$ cat src/rtl/hazard_sequencer.sv
// Hazard and control-flow sequencer: shadows ID decode facts through EX/MEM/WB
// and drives stall, flush, PC-select, return-stack and forwarding controls.
module hazard_sequencer #(
  parameter int REG_AW = 3,
  parameter int CNT_W  = 16
) (
  input  logic              clk,
  input  logic              reset,
  input  logic [REG_AW-1:0] id_src_a,
  input  logic [REG_AW-1:0] id_src_b,
  input  logic              id_use_a,
  input  logic              id_use_b,
  input  logic              id_use_imm,
  input  logic              id_reg_write,
  input  logic [REG_AW-1:0] id_dst,
  input  logic              id_is_load,
  input  logic              id_is_store,
  input  logic              id_jump,
  input  logic              id_branch_taken,
  input  logic              id_call,
  input  logic              id_ret,
  output logic              pc_writebar,
  output logic              IF_ID_loadbar,
  output logic              IF_ID_flush,
  output logic              ID_EX_flush,
  output logic [1:0]        pc_mux,
  output logic              push,
  output logic              pop,
  output logic [1:0]        forward_A,
  output logic [1:0]        forward_B,
  output logic [1:0]        forward_mem_EX,
  output logic              forward_mem_MEM,
  output logic [CNT_W-1:0]  stall_cycles
);

  // state    | meaning
  // S_RUN    | normal issue; hazards and ID-resolved control transfers handled
  // S_RET_WAIT | RET held in ID for one cycle after the pop; redirect to stack_out
  typedef enum logic {S_RUN, S_RET_WAIT} state_t;

  typedef struct packed {
    logic              valid;
    logic              reg_write;
    logic              is_load;
    logic              is_store;
    logic [REG_AW-1:0] dst;
    logic [REG_AW-1:0] src_a;
    logic [REG_AW-1:0] src_b;
    logic              use_a;
    logic              use_b;
    logic              use_imm;
  } slot_t;

  state_t           r_state, w_state_nxt;
  slot_t            r_ex, r_mem, r_wb;
  slot_t            w_id;
  logic [CNT_W-1:0] r_stall_cnt;
  logic             w_hazard, w_stall;
  logic             w_unused;

  function automatic logic f_match(input slot_t s, input logic [REG_AW-1:0] r);
    return s.valid & s.reg_write & (s.dst == r);
  endfunction

  // MEM beats WB; a load still in MEM has no data yet, so it never forwards from EX_MEM.
  function automatic logic [1:0] f_fwd(input slot_t m, input slot_t w,
                                       input logic [REG_AW-1:0] r);
    if (f_match(m, r) && !m.is_load) return 2'b10;
    else if (f_match(w, r))          return 2'b11;
    else                             return 2'b00;
  endfunction

  assign w_id = {1'b1, id_reg_write, id_is_load, id_is_store, id_dst,
                 id_src_a, id_src_b, id_use_a, id_use_b, id_use_imm};

  assign w_hazard = r_ex.valid & r_ex.reg_write & r_ex.is_load &
                    ((id_use_a & (r_ex.dst == id_src_a)) |
                     (id_use_b & (r_ex.dst == id_src_b) & !id_is_store));
  assign w_stall  = (r_state == S_RUN) & w_hazard;

  always_ff @(posedge clk) begin
    if (reset) r_state <= S_RUN;
    else       r_state <= w_state_nxt;
  end

  always_ff @(posedge clk) begin
    if (reset) begin
      r_ex        <= '0;
      r_mem       <= '0;
      r_wb        <= '0;
      r_stall_cnt <= '0;
    end else begin
      r_wb  <= r_mem;
      r_mem <= r_ex;
      r_ex  <= ID_EX_flush ? '0 : w_id;
      if (w_stall && (r_stall_cnt != '1))
        r_stall_cnt <= r_stall_cnt + CNT_W'(1);
    end
  end

  always_comb begin
    w_state_nxt = r_state;
    case (r_state)
      S_RUN:
        if (!w_hazard && !id_jump && !id_branch_taken && !id_call && id_ret)
          w_state_nxt = S_RET_WAIT;
      S_RET_WAIT: w_state_nxt = S_RUN;
      default:    w_state_nxt = S_RUN;
    endcase
  end

  always_comb begin
    pc_writebar   = 1'b0;
    IF_ID_loadbar = 1'b0;
    IF_ID_flush   = 1'b0;
    ID_EX_flush   = 1'b0;
    pc_mux        = 2'b00;
    push          = 1'b0;
    pop           = 1'b0;
    case (r_state)
      S_RUN: begin
        if (w_hazard) begin
          pc_writebar   = 1'b1;
          IF_ID_loadbar = 1'b1;
          ID_EX_flush   = 1'b1;
        end else if (id_jump) begin
          pc_mux      = 2'b10;
          IF_ID_flush = 1'b1;
        end else if (id_branch_taken) begin
          pc_mux      = 2'b01;
          IF_ID_flush = 1'b1;
        end else if (id_call) begin
          pc_mux      = 2'b10;
          push        = 1'b1;
          IF_ID_flush = 1'b1;
        end else if (id_ret) begin
          pop           = 1'b1;
          pc_writebar   = 1'b1;
          IF_ID_loadbar = 1'b1;
          ID_EX_flush   = 1'b1;
        end
      end
      S_RET_WAIT: begin
        pc_mux      = 2'b11;
        IF_ID_flush = 1'b1;
      end
      default: ;
    endcase
  end

  always_comb begin
    forward_A       = r_ex.use_a ? f_fwd(r_mem, r_wb, r_ex.src_a) : 2'b00;
    forward_B       = r_ex.use_imm ? 2'b01 :
                      (r_ex.use_b ? f_fwd(r_mem, r_wb, r_ex.src_b) : 2'b00);
    forward_mem_EX  = (r_ex.is_store && r_ex.use_b) ? f_fwd(r_mem, r_wb, r_ex.src_b) : 2'b00;
    forward_mem_MEM = r_mem.is_store & r_wb.is_load & f_match(r_wb, r_mem.src_b);
  end

  assign stall_cycles = r_stall_cnt;

  // Slot fields carried for completeness but not consumed by later stages.
  assign w_unused = ^{r_mem.src_a, r_mem.use_a, r_mem.use_b, r_mem.use_imm,
                      r_wb.is_store, r_wb.src_a, r_wb.src_b, r_wb.use_a,
                      r_wb.use_b, r_wb.use_imm};

endmodule

$ cat config.mk
export PLATFORM = sky130hd
export DESIGN_NAME = hazard_sequencer
export DESIGN_NICKNAME = d
export VERILOG_FILES = /design/src/rtl/hazard_sequencer.sv
export SDC_FILE = /design/constraint.sdc
export NUM_CORES = 1
export LEC_CHECK = 0
export CORE_ASPECT_RATIO = 1.1
export CORE_MARGIN = 2
export CORE_UTILIZATION = 35
export DETAILED_ROUTE_END_ITERATION = 8
export PLACE_DENSITY_LB_ADDON = 0.05
export SYNTH_ARGS = -nofsm -noshare
export SYNTH_HDL_FRONTEND = slang
export SYNTH_SLANG_ARGS = --single-unit
export TNS_END_PERCENT = 30
$ cat constraint.sdc
create_clock -name clk -period 1.9 [get_ports clk]
set_input_delay 0.19 -clock clk [delete_from_list [all_inputs] [get_ports clk]]
set_output_delay 0.19 -clock clk [all_outputs]
set_load 0.01 [all_outputs]
==> results.sh <==
export IMPL_status="complete, but fails checks"
export IMPL_violations="setup timing"
export IMPL_routedWlPerCell_um=12.6
export IMPL_drv_slew=0
export IMPL_num_rows=30
export IMPL_clkSlewWorstSetupHoldPaths_ns=0.09
export IMPL_placed_cells=392
export IMPL_place_ws_ns=-0.539
export IMPL_dr_pass1_iters=4
export IMPL_internal_power_w=0.00143
export IMPL_synth_seq_cells=49
export IMPL_crit_required_ns=2.10
export IMPL_n_fill_cell=608
export IMPL_grt_pass1_wl_mm=8.46
export IMPL_portBuffers=51
export IMPL_synth_cells=233
export IMPL_r2r_cells=7
export IMPL_drive_gt1_share_pct=32.6
export IMPL_place_congestion=0.718
export IMPL_cp_arrival_ns=2.20
export IMPL_combPwrFrac_pct=10.4
export IMPL_powerDensity_mw_per_mm2=581
export IMPL_p_leak_nw=1.34
export IMPL_overflow=0
export IMPL_syn_avg_cell_area_um2=9.34
export IMPL_min_delay_start="id_src_b[1]"
export IMPL_critPathCaptureType="flop"
export IMPL_grt_max_degree=18
export IMPL_antenna_found_initial=0
export IMPL_synth_area_mm2=0.00218
export IMPL_period_minus_slack_ns=2.00
export IMPL_min_delay_path_class="input pin to flop"
export IMPL_core_mm2=0.00608
export IMPL_first_iter_violations=41
export IMPL_dieArea_mm2=0.00686
export IMPL_synth_cell_types=36
export IMPL_viasPerCell=4.75
export IMPL_pin_count=52
export IMPL_area_growth_syn_to_layout_pct=50.0
export IMPL_clkLatencyLatePin_ns=0.30
export IMPL_maxSlewHeadroom_pct=64.9
export IMPL_tightest_slew_ns=0.523
export IMPL_holdBufCountCts=0
export IMPL_ys_seq_area_share_pct=45.1
export IMPL_placed_area_mm2=0.00303
export IMPL_critPathLaunch="r_ex[10]"
export IMPL_finalCritPeriodShare_pct=105
export IMPL_rr_startpoint="r_ex[10]"
export IMPL_hpwl_mm=3.85
export IMPL_syn_nets=255
export IMPL_initial_core_util_pct=35.8
export IMPL_yosys_warnings=0
export IMPL_grt_pass1_vias=1884
export IMPL_p_sw_w=0.000463
export IMPL_worstSetupPathType="flop to flop"
export IMPL_dieWidth_um=79.2
export IMPL_critical_path_endpoint="stall_cycles[3]"
export IMPL_numCtsBuffers=5
export IMPL_setup_viol=20
export IMPL_grt_usage_pct=15.8
export IMPL_swShare_pct=24.4
export IMPL_stdcell_count=405
export IMPL_maxCapViolations=0
export IMPL_ctsHtreeMaxLevel=2
export IMPL_nets=346
export IMPL_wl_mm=5.12
export IMPL_hold_viol=0
export IMPL_ant_nets=0
export IMPL_utilization_pct=53.7
export IMPL_drc_errors=0
export IMPL_cts_max_path_buffers=2
export IMPL_worst_slack_ns=-0.104
export IMPL_irDropWorstVdd_v=0.000359
export IMPL_worstReg2RegEnd="stall_cycles[3]"
export IMPL_rsz0062_at_grt="true"
export IMPL_setup_worst_path_start_class="flop"
export IMPL_finalSetupTns_ns=-0.885
export IMPL_die_h_um=86.7
export IMPL_seq_power_share_pct=57.1
export IMPL_fmax_mhz=499
export IMPL_finClkSkew_ns=0.00544
export IMPL_fin_area_mm2=0.00326
export IMPL_antennaDiodeCount=0
export IMPL_root_buffer="clkbuf_8"
export IMPL_cts_tree="built"
export IMPL_routed_via_count=1924
export IMPL_cts_sinks=49
export IMPL_crit_fanout=16
export IMPL_r2r_setup_slack_ns=-0.10
export IMPL_p_clk_share_pct=32.5
[critical path, cell delays in order (launching register included)]
cell and delay [ns]:
dfxtp_4 0.37, xor2_2 0.15, nor4_4 0.29, buf_4 0.14, o211ai_1 0.11, buf_6 0.19, nor4b_2 0.29, mux2_2 0.36
[per-layer routing]
metal / up-vias / wire [um] / track usage [%]
met1: 906 / 2180 / 18.7
met2: 27 / 2770 / 29.0
met5: - / 0 / 0
li1: 987 / - / -
met4: 0 / 47 / 4.70
met3: 4 / 130 / 2.92
[kinds of logic after synthesis]
family / Yosys count / synth area share [%]
AO/OA/AOI/OAI: 30 / 8.40
XOR/XNOR: 21 / 8.45
adder cells (fa/ha/maj): 1 / 0.575
buffers and inverters: 18 / 4.08
flip-flops: 49 / 45.1
multiplexers: 5 / 2.59
AND/OR/NAND/NOR: 109 / 30.8
[registers in the layout (all words and copies together) (netlist names)]
name          cells
r_ex             16
r_wb              6
stall_cycles     16
r_state           1
r_mem            10
[worst min path at each step]
stage,to,slack (ns),depth (start not counted)
floorplan,r_ex[0],0.31,1
global placement,r_mem[15],0.44,1
detailed placement,r_wb[13],0.45,1
CTS,r_ex[4],0.32,2
global route,r_ex[5],0.31,2
finish,r_ex[4],0.33,2
[power by group through the flow]
| stage | Combinational (W) | Clock (W) | Sequential (W) |
|---|---|---|---|
| floorplan | 0.0000847 | 0 | 0.00110 |
| global placement | 0.000188 | 0 | 0.00111 |
| detailed placement | 0.000189 | 0 | 0.00111 |
| CTS | 0.000190 | 0.000642 | 0.00108 |
| global route | 0.000217 | 0.000684 | 0.00109 |
| finish | 0.000197 | 0.000618 | 0.00108 |
[synth_stat cells]
cell	instances	share of area, %
a21oi_1	13	3.0
nor2b_1	23	6.6
nor2_1	11	1.9
nand4_1	6	1.7
buf_6	1	0.52
o21ai_0	4	0.92
and2_1	16	4.6
o211ai_1	1	0.35
nand3_1	5	1.1
xor2_1	18	7.2
nand2b_1	1	0.29
a21o_1	1	0.35
nor3_4	1	0.75
nand2_1	12	2.1
or3_1	3	0.86
nor3b_1	1	0.35
mux2_2	5	2.6
nor4b_1	1	0.40
or2_0	1	0.29
inv_1	6	1.0
nand3b_1	3	1.0
or4_1	9	3.1
clkbuf_1	6	1.0
nor4_4	1	0.98
buf_2	2	0.46
o31ai_1	11	3.8
dfxtp_1	49	45
buf_4	3	1.0
nor3_1	2	0.46
ha_1	1	0.57
xnor2_1	3	1.2
and4_1	2	0.81
and3_1	2	0.57
or3b_2	1	0.40
nor4_1	7	2.0
and4_2	1	0.46
[stage by stage]
step	hold WS [ns]	power [W]
global placement	0.442	0.00129
global route	0.309	0.00199
floorplan	0.312	0.00119
finish	0.327	0.00190
CTS	0.316	0.00191
detailed placement	0.447	0.00129
[layout make-up]
class                           instances  area (um2)  share of cell area [%]
Inverter                                6        22.5                   0.690
Timing Repair Buffer                   96         816                    25.0
Clock buffer                            5        68.8                    2.11
Sequential cell                        49         995                    30.5
Clock inverter                          3        21.3                   0.652
Tap cell                               80         100                    3.07
Multi-Input combinational cell        166        1240                    38.0
[repair_timing]
item | CTS | global route
resized for setup | 75 | 22
pin swaps | 20 | 5
setup buffers | 5 | 1
cloned | 0 | 0
endpoints found under the setup margin | 27 | 34
[cell usage in the layout, fill, tap and decap left out, drive strengths merged, types with 8 or more instances in the layout]
master	instances
a21oi	13
and2	16
buf	57
clkdlybuf4s50	34
dfxtp	49
nand2	12
nor2	11
nor2b	23
nor4	8
o31ai	11
or4	9
xor2	18
No activity file was read; power rests on OpenSTA's default activity.
